==> src/rtl/traffic_light_ctrl_if.sv <==
// Pedestrian-crossing controller signal bundle.
// The controller side uses the slave modport; the side that supplies the
// button/night requests and observes the lamps uses the master modport.
interface traffic_light_ctrl_if;
    logic       i_w_ped_req;
    logic       i_w_night;
    logic [2:0] o_r_car;
    logic [1:0] o_r_ped;
    logic       o_r_ped_wait;
    logic [2:0] o_r_state;

    modport master (
        output i_w_ped_req,
        output i_w_night,
        input  o_r_car,
        input  o_r_ped,
        input  o_r_ped_wait,
        input  o_r_state
    );

    modport slave (
        input  i_w_ped_req,
        input  i_w_night,
        output o_r_car,
        output o_r_ped,
        output o_r_ped_wait,
        output o_r_state
    );
endinterface

==> src/rtl/traffic_light_ctrl.sv <==
// Pedestrian-crossing traffic-light controller.
// A free-running prescaler gives a one-cycle tick per time unit; a Moore FSM
// walks the car/pedestrian lamps through tick-counted phases. Lamps are
// registered and decoded from the state/blink values being loaded, so they
// always match the registered state with no input-to-output path.
// Optional night mode (flashing yellow) is built only when the macro
// TL_NIGHT_MODE_EN is defined.
module traffic_light_ctrl #(
    parameter logic [31:0] P_CLK_PER_TICK = 32'd100000000,
    parameter logic [7:0]  P_MIN_GREEN    = 8'd5,
    parameter logic [7:0]  P_YELLOW_TICKS = 8'd3,
    parameter logic [7:0]  P_ALLRED_TICKS = 8'd1,
    parameter logic [7:0]  P_WALK_TICKS   = 8'd8,
    parameter logic [7:0]  P_FLASH_TICKS  = 8'd4
) (
    input  logic                 i_w_clk,
    input  logic                 i_w_reset,
    traffic_light_ctrl_if.slave  tl
);

    typedef enum logic [2:0] {
        S_CAR_GREEN  = 3'd0,
        S_CAR_YELLOW = 3'd1,
        S_ALL_RED1   = 3'd2,
        S_PED_WALK   = 3'd3,
        S_PED_FLASH  = 3'd4,
`ifdef TL_NIGHT_MODE_EN
        S_NIGHT      = 3'd6,
`endif
        S_ALL_RED2   = 3'd5
    } state_t;

    localparam logic [31:0] TICK_LAST    = P_CLK_PER_TICK - 32'd1;
    localparam logic [7:0]  MIN_GREEN_M1 = P_MIN_GREEN - 8'd1;
    localparam logic [7:0]  YELLOW_LAST  = P_YELLOW_TICKS - 8'd1;
    localparam logic [7:0]  ALLRED_LAST  = P_ALLRED_TICKS - 8'd1;
    localparam logic [7:0]  WALK_LAST    = P_WALK_TICKS - 8'd1;
    localparam logic [7:0]  FLASH_LAST   = P_FLASH_TICKS - 8'd1;

    state_t      state_r;
    state_t      base_nxt_s;
    state_t      state_nxt_s;
    logic [31:0] presc_r;
    logic        tick_s;
    logic [7:0]  timer_r;
    logic [7:0]  timer_nxt_s;
    logic        pending_r;
    logic        pending_nxt_s;
    logic        blink_r;
    logic        blink_nxt_s;
    logic        req_ok_s;
    logic        blink_state_s;
    logic [2:0]  car_r;
    logic [2:0]  car_nxt_s;
    logic [1:0]  ped_r;
    logic [1:0]  ped_nxt_s;

    assign tick_s = (presc_r == TICK_LAST);

    // Free-running prescaler; wraps on the tick cycle, independent of the FSM.
    always_ff @(posedge i_w_clk or negedge i_w_reset) begin
        if (!i_w_reset) begin
            presc_r <= 32'd0;
        end else if (tick_s) begin
            presc_r <= 32'd0;
        end else begin
            presc_r <= presc_r + 32'd1;
        end
    end

    // Phase sequencing; a timed state exits on the tick that completes its count.
    always_comb begin
        base_nxt_s = state_r;
        case (state_r)
            S_CAR_GREEN: begin
                if (tick_s && pending_r && (timer_r >= MIN_GREEN_M1)) base_nxt_s = S_CAR_YELLOW;
                else                                                  base_nxt_s = S_CAR_GREEN;
            end
            S_CAR_YELLOW: begin
                if (tick_s && (timer_r == YELLOW_LAST)) base_nxt_s = S_ALL_RED1;
                else                                    base_nxt_s = S_CAR_YELLOW;
            end
            S_ALL_RED1: begin
                if (tick_s && (timer_r == ALLRED_LAST)) base_nxt_s = S_PED_WALK;
                else                                    base_nxt_s = S_ALL_RED1;
            end
            S_PED_WALK: begin
                if (tick_s && (timer_r == WALK_LAST)) base_nxt_s = S_PED_FLASH;
                else                                  base_nxt_s = S_PED_WALK;
            end
            S_PED_FLASH: begin
                if (tick_s && (timer_r == FLASH_LAST)) base_nxt_s = S_ALL_RED2;
                else                                   base_nxt_s = S_PED_FLASH;
            end
            S_ALL_RED2: begin
                if (tick_s && (timer_r == ALLRED_LAST)) base_nxt_s = S_CAR_GREEN;
                else                                    base_nxt_s = S_ALL_RED2;
            end
`ifdef TL_NIGHT_MODE_EN
            S_NIGHT: begin
                if (tick_s && !tl.i_w_night) base_nxt_s = S_ALL_RED2;
                else                         base_nxt_s = S_NIGHT;
            end
`endif
            default: base_nxt_s = S_ALL_RED2;
        endcase
`ifdef TL_NIGHT_MODE_EN
        // Night request overrides every phase at the next tick.
        state_nxt_s = (tick_s && tl.i_w_night && (state_r != S_NIGHT)) ? S_NIGHT : base_nxt_s;
`else
        state_nxt_s = base_nxt_s;
`endif
    end

    // Tick timer, request latch and blink phase for the cycle being loaded.
    always_comb begin
        timer_nxt_s   = timer_r;
        pending_nxt_s = pending_r;
        blink_nxt_s   = blink_r;
        req_ok_s      = 1'b0;
        blink_state_s = 1'b0;

        case (state_r)
            S_CAR_GREEN, S_CAR_YELLOW, S_ALL_RED1, S_PED_FLASH, S_ALL_RED2: req_ok_s = 1'b1;
            default:                                                       req_ok_s = 1'b0;
        endcase

        case (state_r)
            S_PED_FLASH: blink_state_s = 1'b1;
`ifdef TL_NIGHT_MODE_EN
            S_NIGHT:     blink_state_s = 1'b1;
`endif
            default:     blink_state_s = 1'b0;
        endcase

        if (state_nxt_s != state_r)              timer_nxt_s = 8'd0;
        else if (tick_s && (timer_r != 8'hFF))   timer_nxt_s = timer_r + 8'd1;
        else                                     timer_nxt_s = timer_r;

        // Entering walk clears the request even if the button is pressed now.
        if ((state_nxt_s == S_PED_WALK) && (state_r != S_PED_WALK)) pending_nxt_s = 1'b0;
`ifdef TL_NIGHT_MODE_EN
        else if (state_r == S_NIGHT)                                pending_nxt_s = 1'b0;
`endif
        else if (tl.i_w_ped_req && req_ok_s)                        pending_nxt_s = 1'b1;
        else                                                        pending_nxt_s = pending_r;

        if ((state_nxt_s != state_r) &&
            ((state_nxt_s == S_PED_FLASH)
`ifdef TL_NIGHT_MODE_EN
             || (state_nxt_s == S_NIGHT)
`endif
            ))                                   blink_nxt_s = 1'b1;
        else if (tick_s && blink_state_s)        blink_nxt_s = ~blink_r;
        else                                     blink_nxt_s = blink_r;
    end

    // Lamp decode of the state and blink values about to be registered.
    always_comb begin
        car_nxt_s = 3'b100;
        ped_nxt_s = 2'b01;
        case (state_nxt_s)
            S_CAR_GREEN:  begin car_nxt_s = 3'b001; ped_nxt_s = 2'b01;            end
            S_CAR_YELLOW: begin car_nxt_s = 3'b010; ped_nxt_s = 2'b01;            end
            S_PED_WALK:   begin car_nxt_s = 3'b100; ped_nxt_s = 2'b10;            end
            S_PED_FLASH:  begin car_nxt_s = 3'b100; ped_nxt_s = {1'b0, blink_nxt_s}; end
`ifdef TL_NIGHT_MODE_EN
            S_NIGHT:      begin car_nxt_s = {1'b0, blink_nxt_s, 1'b0}; ped_nxt_s = 2'b00; end
`endif
            default:      begin car_nxt_s = 3'b100; ped_nxt_s = 2'b01;            end
        endcase
    end

    // State, timer, request, blink and lamp registers.
    always_ff @(posedge i_w_clk or negedge i_w_reset) begin
        if (!i_w_reset) begin
            state_r   <= S_ALL_RED2;
            timer_r   <= 8'd0;
            pending_r <= 1'b0;
            blink_r   <= 1'b1;
            car_r     <= 3'b100;
            ped_r     <= 2'b01;
        end else begin
            state_r   <= state_nxt_s;
            timer_r   <= timer_nxt_s;
            pending_r <= pending_nxt_s;
            blink_r   <= blink_nxt_s;
            car_r     <= car_nxt_s;
            ped_r     <= ped_nxt_s;
        end
    end

    assign tl.o_r_car      = car_r;
    assign tl.o_r_ped      = ped_r;
    assign tl.o_r_ped_wait = pending_r;
    assign tl.o_r_state    = state_r;

endmodule

==> src/flat_wrapper.sv <==
// flat-port wrapper written by rule: the top's interface ports become plain ports
module traffic_light_ctrl_flat 
#(
    parameter logic [31:0] P_CLK_PER_TICK = 32'd100000000,
    parameter logic [7:0]  P_MIN_GREEN    = 8'd5,
    parameter logic [7:0]  P_YELLOW_TICKS = 8'd3,
    parameter logic [7:0]  P_ALLRED_TICKS = 8'd1,
    parameter logic [7:0]  P_WALK_TICKS   = 8'd8,
    parameter logic [7:0]  P_FLASH_TICKS  = 8'd4
)
  (i_w_clk, i_w_reset, tl_i_w_ped_req, tl_i_w_night, tl_o_r_car, tl_o_r_ped, tl_o_r_ped_wait, tl_o_r_state);
  traffic_light_ctrl_if tl_i ();
  input  logic i_w_clk;
  input  logic i_w_reset;
  input wire logic [$bits(tl_i.i_w_ped_req)-1:0] tl_i_w_ped_req;
  input wire logic [$bits(tl_i.i_w_night)-1:0] tl_i_w_night;
  output wire logic [$bits(tl_i.o_r_car)-1:0] tl_o_r_car;
  output wire logic [$bits(tl_i.o_r_ped)-1:0] tl_o_r_ped;
  output wire logic [$bits(tl_i.o_r_ped_wait)-1:0] tl_o_r_ped_wait;
  output wire logic [$bits(tl_i.o_r_state)-1:0] tl_o_r_state;
  assign tl_i.i_w_ped_req = tl_i_w_ped_req;
  assign tl_i.i_w_night = tl_i_w_night;
  assign tl_o_r_car = tl_i.o_r_car;
  assign tl_o_r_ped = tl_i.o_r_ped;
  assign tl_o_r_ped_wait = tl_i.o_r_ped_wait;
  assign tl_o_r_state = tl_i.o_r_state;
  traffic_light_ctrl #(.P_CLK_PER_TICK(P_CLK_PER_TICK), .P_MIN_GREEN(P_MIN_GREEN), .P_YELLOW_TICKS(P_YELLOW_TICKS), .P_ALLRED_TICKS(P_ALLRED_TICKS), .P_WALK_TICKS(P_WALK_TICKS), .P_FLASH_TICKS(P_FLASH_TICKS)) u_core (.i_w_clk(i_w_clk), .i_w_reset(i_w_reset), .tl(tl_i));
endmodule
==> config.mk <==
export PLATFORM = sky130hd
export DESIGN_NAME = traffic_light_ctrl_flat
export DESIGN_NICKNAME = d
export VERILOG_FILES = /design/src/rtl/traffic_light_ctrl_if.sv /design/src/rtl/traffic_light_ctrl.sv /design/src/flat_wrapper.sv
export SDC_FILE = /design/constraint.sdc
export NUM_CORES = 1
export LEC_CHECK = 0
export ABC_AREA = 1
export CORE_ASPECT_RATIO = 2
export CORE_UTILIZATION = 25
export CTS_BUF_LIST = sky130_fd_sc_hd__clkbuf_8
export DETAILED_ROUTE_END_ITERATION = 8
export GPL_TIMING_DRIVEN = 0
export PLACE_DENSITY_LB_ADDON = 0.1
export SETUP_SLACK_MARGIN = 0.1
export SYNTH_ARGS = -nofsm -noshare
export SYNTH_HDL_FRONTEND = slang
export SYNTH_SLANG_ARGS = --single-unit
==> constraint.sdc <==
create_clock -name i_w_clk -period 3.5 [get_ports i_w_clk]
set_input_delay 0.7 -clock i_w_clk [delete_from_list [all_inputs] [get_ports i_w_clk]]
set_output_delay 0.7 -clock i_w_clk [all_outputs]
set_load 0.01 [all_outputs]
==> flow_summary.yaml, run 1 <==
setup_path:
  slowest_delay_ns: 0.79
  slowest_stage: "nor4_1"
  cp_num_buf_inv: 0
  path_cells: "ha_1, nand2_2, nor2_4, nand2_4, nor4_1, nand2_1, nor2_1, nor2_1, nor3_1"
  crit_fanout: 7
  cp.arrival_ns: 2.66
  worstSetupPathType: "flop to flop"
  cp_top_family: "simple AND/OR/NAND/NOR gates"
  rrSetupSlack_ns: 1.07
  critical_path_required_ns: 3.73
  critPathMostFrequentCell: "nor2_1"
  r2r_start: "u_core.presc_r[0]"
  worstRegToRegCells: 9
  reg2reg_to: "u_core.presc_r[26]"
  start_kind: "flop"
  end_kind: "flop"
final_layout:
  n_fill_cell: 1362
  multi_input_comb_area_mm2: 0.00157
  area_growth_syn_to_layout_pct: 14.5
  drive_above_1_share: 0.110
  final_area_mm2: 0.00357
  seqCellArea_mm2: 0.00126
  antennaDiodeCount: 0
  stdcell_count: 594
  fin_util: 0.295
  nets: 454
place:
  dp_hpwl_um: 7370
  dp_cells: 586
  portBuffers: 11
  globalplace.congestion: 0.891
  place_ws_ns: 1.11
  postPlaceCellArea_mm2: 0.00343
clock_network:
  cts_inserted_buffers: 5
  cts_repair_resize_count: 0
  cts.sinks: 50
  cts_tree: "yes"
  cts_max_level: 2
  worstSkewPairLatency_ns: 0.31
  cts_root_buf: "clkbuf_8"
  post-cts-setup-buffers: 0
  clock_tree.buffer_depth: 2
  clkTransAtPathRegs_ns: 0.10
  cts.hold.buffers_added: 0
power_and_ir_drop:
  p_total_mw: 1.11
  vdd_drop_max_uv: 139
  p_per_area_mw_per_mm2: 312
  cellLeakagePower_nw: 1.66
sta:
  setup_viol: 0
  fmax_ghz: 0.412
  tns_ns: 0
  fin_skew_ns: 0.00601
  layout_setup_ws_ns: 1.07
  finalHoldViolCount: 0
  timing.hold.ws_ns: 0.360
  rsz0062_at_grt: "no"
  period_share: 0.694
  maxSlewViolCount: 0
  worst_pin_slew_ns: 0.935
  relSlewSlack: 0.371
  finalCriticalPeriod_ns: 2.43
outcome:
  run_status: "complete, no violations"
logic_synthesis:
  synth_nets: 435
  async_reset_ff_frac: 1.00
  avgSynthCellArea_um2: 7.31
  synth_commonest_cells: "nand2_1 (86), inv_1 (75), nor2_1 (73), dfrtp_1 (45), nand3_1 (21)"
  syn-cell-area_mm2: 0.00312
  synth_cells: 427
  yosys.area.top_type: "dfrtp_1"
  synth_top_area_share: 0.361
  ys_ff_latch: 50
  synth.distinct_cells: 29
  synth_ff_type: "dfrtp_1"
  synth_warnings: 0
  synthTopCellsByArea: "dfrtp_1 (36%), nand2_1 (10%), inv_1 (9.0%)"
  synth_edf_count: 0
  yosysMostFrequentCell: "nand2_1"
  ys_seq_area_frac: 0.403
detailed_routing:
  routedWlPerCell_um: 15.2
  drt_iter0_markers: 97
  avgViaCountPerCell: 4.59
  final_antenna_net_count: 0
  wl_um: 9000
  drt_pass1_iterations: 4
  num_vias: 2727
  drc: 0
floorplan:
  core-area_mm2: 0.0121
  die_area_mm2: 0.0130
  start_util: 0.257
  die_w_um: 81.0
  die_y_um: 160
  ios: 13
  row_count: 57
worst_hold_path:
  hold_class: "input pin to async pin"
grt:
  grt_usage: 0.154
  antenna_found_initial: 0
  grt_pass1_vias: 2854
  grt.overflow.total: 0
  grt_pass1_wl_um: 14600
  grt_max_degree: 29
job:
  cap_violations: 0
state kept, by name, indices dropped and copies added, names as in the netlist:
register / flops
u_core.blink_r: 1
u_core.presc_r: 32
u_core.timer_r: 8
u_core.tl.o_r_car: 3
u_core.tl.o_r_ped: 2
u_core.tl.o_r_ped_wait: 1
u_core.tl.o_r_state: 3
how the worst max path moves through the flow:
stage	start	end	slack [ns]	cells after the start
5_1_grt	u_core.presc_r[0]	u_core.presc_r[26]	0.92	9
3_5_place_dp	u_core.presc_r[0]	u_core.presc_r[26]	1.11	9
3_3_place_gp	i_w_reset	u_core.tl.o_r_ped[1]	0.03	1
2_1_floorplan	u_core.presc_r[0]	u_core.tl.o_r_ped[0]	1.72	10
6_report	u_core.presc_r[0]	u_core.presc_r[26]	1.07	9
4_1_cts	u_core.presc_r[0]	u_core.presc_r[26]	1.08	9
cell type report:
cell class	count	share of cell area
Clock buffer	6	0.0231
Sequential cell	50	0.352
Multi-Input combinational cell	300	0.440
Timing Repair Buffer	12	0.0350
Tap cell	147	0.0515
Inverter	77	0.0809
Clock inverter	2	0.0168
metal layers:
| metal | up-vias | part of all wire | GRT usage |
|---|---|---|---|
| met4 | 0 | 0.063 | 0.101 |
| met2 | 51 | 0.58 | 0.296 |
| met1 | 1279 | 0.34 | 0.144 |
| met3 | 29 | 0.016 | 0.0149 |
| met5 | - | 0 | 0 |
| li1 | 1368 | - | - |
report_power, final:
| part | switching, mW | leakage [nW] | internal [mW] | total (mW) |
|---|---|---|---|---|
| clock | 0.216 | 0.0714 | 0.305 | 0.521 |
| sequential | 0.0000000000000000396 | 0.656 | 0.578 | 0.578 |
| combinational | 0.0124 | 0.933 | 0.00382 | 0.0162 |
cells in the final DEF (no fill, tap or decap), types with 3 or more instances in the layout:
| cell type | netlist | final |
|---|---|---|
| nand2_2 | 6 | 6 |
| nor2_1 | 73 | 73 |
| nor2_2 | 12 | 12 |
| nand2_4 | 3 | 3 |
| nand3_1 | 21 | 21 |
| clkbuf_8 | 0 | 6 |
| nand2_1 | 86 | 86 |
| nand4_1 | 19 | 19 |
| nor2_4 | 4 | 4 |
| a21oi_1 | 3 | 3 |
| o21ai_0 | 10 | 10 |
| dfrtp_1 | 45 | 45 |
| dfstp_2 | 5 | 5 |
| nor3_1 | 19 | 19 |
| ha_1 | 4 | 4 |
| xor2_1 | 20 | 20 |
| clkdlybuf4s50_1 | 0 | 10 |
| nor4_1 | 7 | 7 |
| inv_1 | 75 | 75 |
cells by family (layout without fill, tap and decap cells):
kind of cell / count (synthesis) / in the layout / share of synthesized area
buffers and inverters: 77 / 97 / 0.0927
adder cells (fa/ha/maj): 4 / 4 / 0.0160
AO/OA/AOI/OAI: 16 / 16 / 0.0273
XOR/XNOR: 22 / 22 / 0.0618
flip-flops: 50 / 50 / 0.403
AND/OR/NAND/NOR: 258 / 258 / 0.399
Note: power is estimated with default switching activity, not from simulation.
==> run 2, diff against run 1 <==
Clock period 3.5 ns to 2.1 ns, I/O delays scaled along.
==> run 2 against run 1 <==
  * Clock power up 67%
  * Count of clock-buffer cells in the layout unchanged
  * Maximum frequency up 20%
==> flow_summary.yaml, run 2 (synthesis gave the netlist of run 1 again) <==
setup_path:
  start_kind: "flop"
  rrSetupSlack_ns: 0.08
  worstRegToRegCells: 13
  end_kind: "flop"
  crit_fanout: 8
  critical_path_required_ns: 2.35
  path_depth: 13
  cp.arrival_ns: 2.27
  worstSetupPathType: "flop to flop"
  r2r_start: "u_core.presc_r[1]"
  critPathMostFrequentCell: "nand2_2"
  slowest_stage: "dfrtp_1"
  cp-startpoint: "u_core.presc_r[1]"
  reg2reg_to: "u_core.timer_r[4]"
  cp_num_buf_inv: 0
  slowest_delay_ns: 0.41
  path_cells: "ha_2, nand2_2, nor2_4, nand2_8, nor2_8, nand3_2, nand2_2, nand2_1, nor2_2, nand2_2, nand2_4, nand2_8, nor2_2"
  endpoint: "u_core.timer_r[4]"
  cp_top_family: "simple AND/OR/NAND/NOR gates"
clock_network:
  cts_tree: "yes"
  clkTransAtPathRegs_ns: 0.10
  worstSkewPairLatency_ns: 0.31
  cts_max_level: 2
  cts.sinks: 50
  cts_inserted_buffers: 5
  cts_root_buf: "clkbuf_8"
  clock_tree.buffer_depth: 2
job:
  cap_violations: 0
final_layout:
  area_growth_syn_to_layout_pct: 22.3
  antennaDiodeCount: 0
  n_fill_cell: 1352
  nets: 465
  drive_above_1_share: 0.188
  final_cell_mix: "nand2_1 (81), inv_1 (73), nor2_1 (68)"
  stdcell_count: 605
  largest_reg_flops: 32
  final_common_cell: "nand2_1"
  reg_top3: "u_core.presc_r x32, u_core.timer_r x8"
  largest_register: "u_core.presc_r"
grt:
  grt_pass1_wl_um: 14700
  antenna_found_initial: 0
  grt.overflow.total: 0
  grt_pass1_vias: 2903
  grt_max_degree: 29
  grt_usage: 0.155
power_and_ir_drop:
  vdd_drop_max_uv: 231
  p_total_mw: 1.86
  p_per_area_mw_per_mm2: 487
  cellLeakagePower_nw: 1.77
floorplan:
  core-area_mm2: 0.0121
  row_count: 57
  die_y_um: 160
  ios: 13
  start_util: 0.257
  die_w_um: 81.0
  die_area_mm2: 0.0130
detailed_routing:
  drc: 0
  wl_um: 9150
  drt_iter0_markers: 84
  drt_pass1_iterations: 7
  num_vias: 2775
  final_antenna_net_count: 0
  avgViaCountPerCell: 4.59
  routedWlPerCell_um: 15.1
place:
  dp_cells: 586
  dp_hpwl_um: 7370
  globalplace.congestion: 0.891
  portBuffers: 11
  place_ws_ns: -0.290
sta:
  maxSlewViolCount: 0
  fmax_ghz: 0.496
  fin_skew_ns: 0.00716
  period_share: 0.960
  finalCriticalPeriod_ns: 2.02
  finalHoldViolCount: 0
  worst_pin_slew_ns: 0.582
  layout_setup_ws_ns: 0.0839
  relSlewSlack: 0.612
  setup_viol: 0
  rsz0062_at_grt: "yes"
  timing.hold.ws_ns: 0.0840
worst_hold_path:
  hold_class: "input pin to async pin"
outcome:
  run_status: "complete, no violations"
run 2: cell types whose count changed in the layout (fill, tap and decap cells not counted), sizes merged:
cell      before  now
buf            2   13
clkinvlp       0    1
inv           77   76
run 2: worst min-delay path by stage:
stage / cells after the start / start / end / slack, ns
2_1_floorplan: 0 / i_w_reset / u_core.presc_r[0] / 0.12
3_3_place_gp: 1 / u_core.presc_r[0] / u_core.presc_r[0] / 0.48
3_5_place_dp: 1 / i_w_reset / u_core.presc_r[4] / 0.46
4_1_cts: 1 / i_w_reset / u_core.presc_r[4] / 0.1
5_1_grt: 1 / i_w_reset / u_core.presc_r[4] / 0.12
6_report: 1 / i_w_reset / u_core.presc_r[4] / 0.08
run 2: area by class of cell:
cell class | count | area [um2] | share of cell area
Clock buffer | 6 | 82.6 | 0.0216
Clock inverter | 2 | 60.1 | 0.0157
Inverter | 77 | 295 | 0.0774
Multi-Input combinational cell | 300 | 1730 | 0.453
Sequential cell | 50 | 1260 | 0.330
Tap cell | 147 | 184 | 0.0482
Timing Repair Buffer | 23 | 208 | 0.0544
run 2: worst reg2reg max path, stage by stage, from the launching register on:
cell and delay [ns]:
dfrtp_1 0.41, ha_2 0.21, nand2_2 0.07, nor2_4 0.19, nand2_8 0.13, nor2_8 0.18, nand3_2 0.11, nand2_2 0.12
nand2_1 0.08, nor2_2 0.11, nand2_2 0.09, nand2_4 0.09, nand2_8 0.08, nor2_2 0.09
run 2: metrics by stage:
step,TNS (ns),area [um2],util
after global placement,-51.96,3410,0.282
after CTS,0,3710,0.306
final,0,3820,0.315
after floorplan,0,3120,-
after detailed placement,-0.909,3430,0.283
after global routing,-0.657,3820,0.315
run 2: what timing repair did:
action | 4_1_cts | 5_1_grt
endpoints found under the setup margin | 19 | 21
gates resized for setup | 22 | 17
hold buffers | 0 | 0
pin swaps | 8 | 13
buffers inserted | 6 | 5
run 2: layer usage:
| layer | vias up | wire (um) | track usage |
|---|---|---|---|
| met1 | 1321 | 3140 | 0.145 |
| met2 | 39 | 5370 | 0.299 |
| met4 | 0 | 525 | 0.102 |
| met5 | - | 0 | 0 |
| li1 | 1391 | - | - |
| met3 | 24 | 116 | 0.0154 |
run 2: power by group:
| part | total (mW) | internal (mW) | leakage (nW) | switching, mW |
|---|---|---|---|---|
| clock | 0.870 | 0.509 | 0.0714 | 0.362 |
| sequential | 0.963 | 0.963 | 0.654 | 0.0000000000000000650 |
| combinational | 0.0270 | 0.00637 | 1.04 | 0.0206 |
| total | 1.86 | 1.48 | 1.77 | 0.382 |
==> run 3, diff against run 2 <==
Settings changed: CORE_ASPECT_RATIO 2 to 0.7.
==> run 3 against run 2 <==
  * Combinational power about the same
  * Worst setup slack improved by 0.062 ns
  * Highest routed layer unchanged
  * Utilization increased by 1.1 points
  * Critical endpoint is now u_core.presc_r[16]
  * Sequential share of layout area decreased by 0.33 points
  * Via count increased by 0.97%
==> flow_summary.yaml, run 3 (synthesis gave the netlist of run 1 again) <==
power_and_ir_drop:
  vdd_drop_max_uv: 187
  p_per_area_mw_per_mm2: 393
  cellLeakagePower_nw: 1.80
detailed_routing:
  drt_iter0_markers: 149
  final_antenna_net_count: 0
  avgViaCountPerCell: 4.43
  drt_pass1_iterations: 4
  drc: 0
  wl_um: 8420
  num_vias: 2802
  routedWlPerCell_um: 13.3
grt:
  grt_pass1_wl_um: 13600
  grt_max_degree: 28
  grt.overflow.total: 0
  grt_usage: 0.139
  antenna_found_initial: 0
  grt_pass1_vias: 2616
final_layout:
  n_fill_cell: 1275
  fin_util: 0.325
  final_common_cell: "nand2_1"
  final_area_mm2: 0.00388
  antennaDiodeCount: 0
  nets: 483
  seqCellArea_mm2: 0.00127
  drive_above_1_share: 0.237
  largest_reg_flops: 32
  multi_input_comb_area_mm2: 0.00169
  area_growth_syn_to_layout_pct: 24.4
  largest_register: "u_core.presc_r"
  final_cell_mix: "nand2_1 (80), inv_1 (71), nor2_1 (65)"
  reg_top3: "u_core.presc_r x32, u_core.timer_r x8"
setup_path:
  worstRegToRegCells: 11
  cp_top_family: "simple AND/OR/NAND/NOR gates"
  end_kind: "flop"
  start_kind: "flop"
  reg2reg_to: "u_core.presc_r[16]"
  rrSetupSlack_ns: 0.15
  slowest_delay_ns: 0.36
  crit_fanout: 6
  worstSetupPathType: "flop to flop"
  path_cells: "ha_2, nand2_2, nor2_4, nand2_4, buf_4, nor2_1, nand3_1, nor3_1, nand2_1, o21ai_0, a21oi_1"
  cp_num_buf_inv: 1
  cp.arrival_ns: 2.16
  r2r_start: "u_core.presc_r[0]"
  slowest_stage: "dfrtp_1"
  critical_path_required_ns: 2.30
sta:
  worst_pin_slew_ns: 0.583
  rsz0062_at_grt: "yes"
  setup_viol: 0
  maxSlewViolCount: 0
  relSlewSlack: 0.611
  finalHoldViolCount: 0
  period_share: 0.930
  fin_skew_ns: 0.00891
  finalCriticalPeriod_ns: 1.95
  timing.hold.ws_ns: 0.103
  layout_setup_ws_ns: 0.146
  fmax_ghz: 0.512
clock_network:
  cts_inserted_buffers: 5
  clkTransAtPathRegs_ns: 0.09
  cts.sinks: 50
  cts_max_level: 2
  cts_tree: "yes"
  worstSkewPairLatency_ns: 0.31
  clock_tree.buffer_depth: 2
  cts_root_buf: "clkbuf_8"
job:
  cap_violations: 0
place:
  postPlaceCellArea_mm2: 0.00344
  dp_hpwl_um: 6410
  portBuffers: 11
  globalplace.congestion: 0.817
  place_ws_ns: -0.0925
floorplan:
  row_count: 33
  die_area_mm2: 0.0129
  die_w_um: 136
  die_y_um: 95.5
  start_util: 0.261
  ios: 13
  core-area_mm2: 0.0119
worst_hold_path:
  hold_class: "input pin to async pin"
outcome:
  run_status: "complete, no violations"
-- run 3: changes by cell type in the layout (fill, tap and decap cells not counted), moves of 3 or more --
cell,delta
nor2_2,+3
inv_2,+6
nor2_1,-3
dfrtp_2,+7
nand3_2,-3
buf_4,+17
dfrtp_1,-7
nand3_1,+3
-- run 3: repair_timing --
action / in CTS / in global routing
pin swaps: 1 / 17
hold buffers: 0 / 0
setup buffers: 5 / 24
resized for setup: 6 / 41
setup endpoints to repair: 14 / 19
-- run 3: worst max-delay path by stage --
stage                      startpoint                   end  slack [ns]  depth (start not counted)
floorplan           u_core.presc_r[0]  u_core.tl.o_r_ped[0]        0.32                         10
global placement            i_w_reset  u_core.tl.o_r_ped[1]       -1.08                          1
detailed placement  u_core.presc_r[0]     u_core.timer_r[4]       -0.09                         11
CTS                 u_core.presc_r[0]     u_core.timer_r[3]        0.10                         13
global route        u_core.presc_r[0]    u_core.presc_r[16]        0.02                         11
finish              u_core.presc_r[0]    u_core.presc_r[16]        0.15                         11
-- run 3: layer usage --
metal | GRT usage | vias to the layer above | part of all wire
li1 | - | 1437 | -
met1 | 0.214 | 1322 | 0.57
met2 | 0.191 | 38 | 0.39
met3 | 0.0287 | 5 | 0.039
met4 | 0.0384 | 0 | 0.0081
met5 | 0 | - | 0
-- run 3: where the power goes --
group | switching, mW | internal (mW) | total, mW
combinational | 0.0204 | 0.00637 | 0.0268
clock | 0.313 | 0.223 | 0.536
sequential | 0.0000000000000000589 | 0.962 | 0.962
total | 0.334 | 1.19 | 1.53
-- run 3: through the flow --
stage / power, mW / std cells / setup TNS (ns)
6_report: 1.53 / 633 / 0
5_1_grt: 1.61 / 633 / 0
4_1_cts: 1.56 / 609 / 0
3_5_place_dp: 1.01 / 596 / -0.331
3_3_place_gp: 1.01 / 595 / -51.16
2_1_floorplan: 0.982 / 427 / 0
-- run 3: layout make-up --
class	count	area share
multi-input combinational	300	0.435
sequential	50	0.327
timing repair buffer	41	0.0916
inverter	77	0.0754
tap	157	0.0506
clock buffer	5	0.0177
clock inverter	3	0.00290
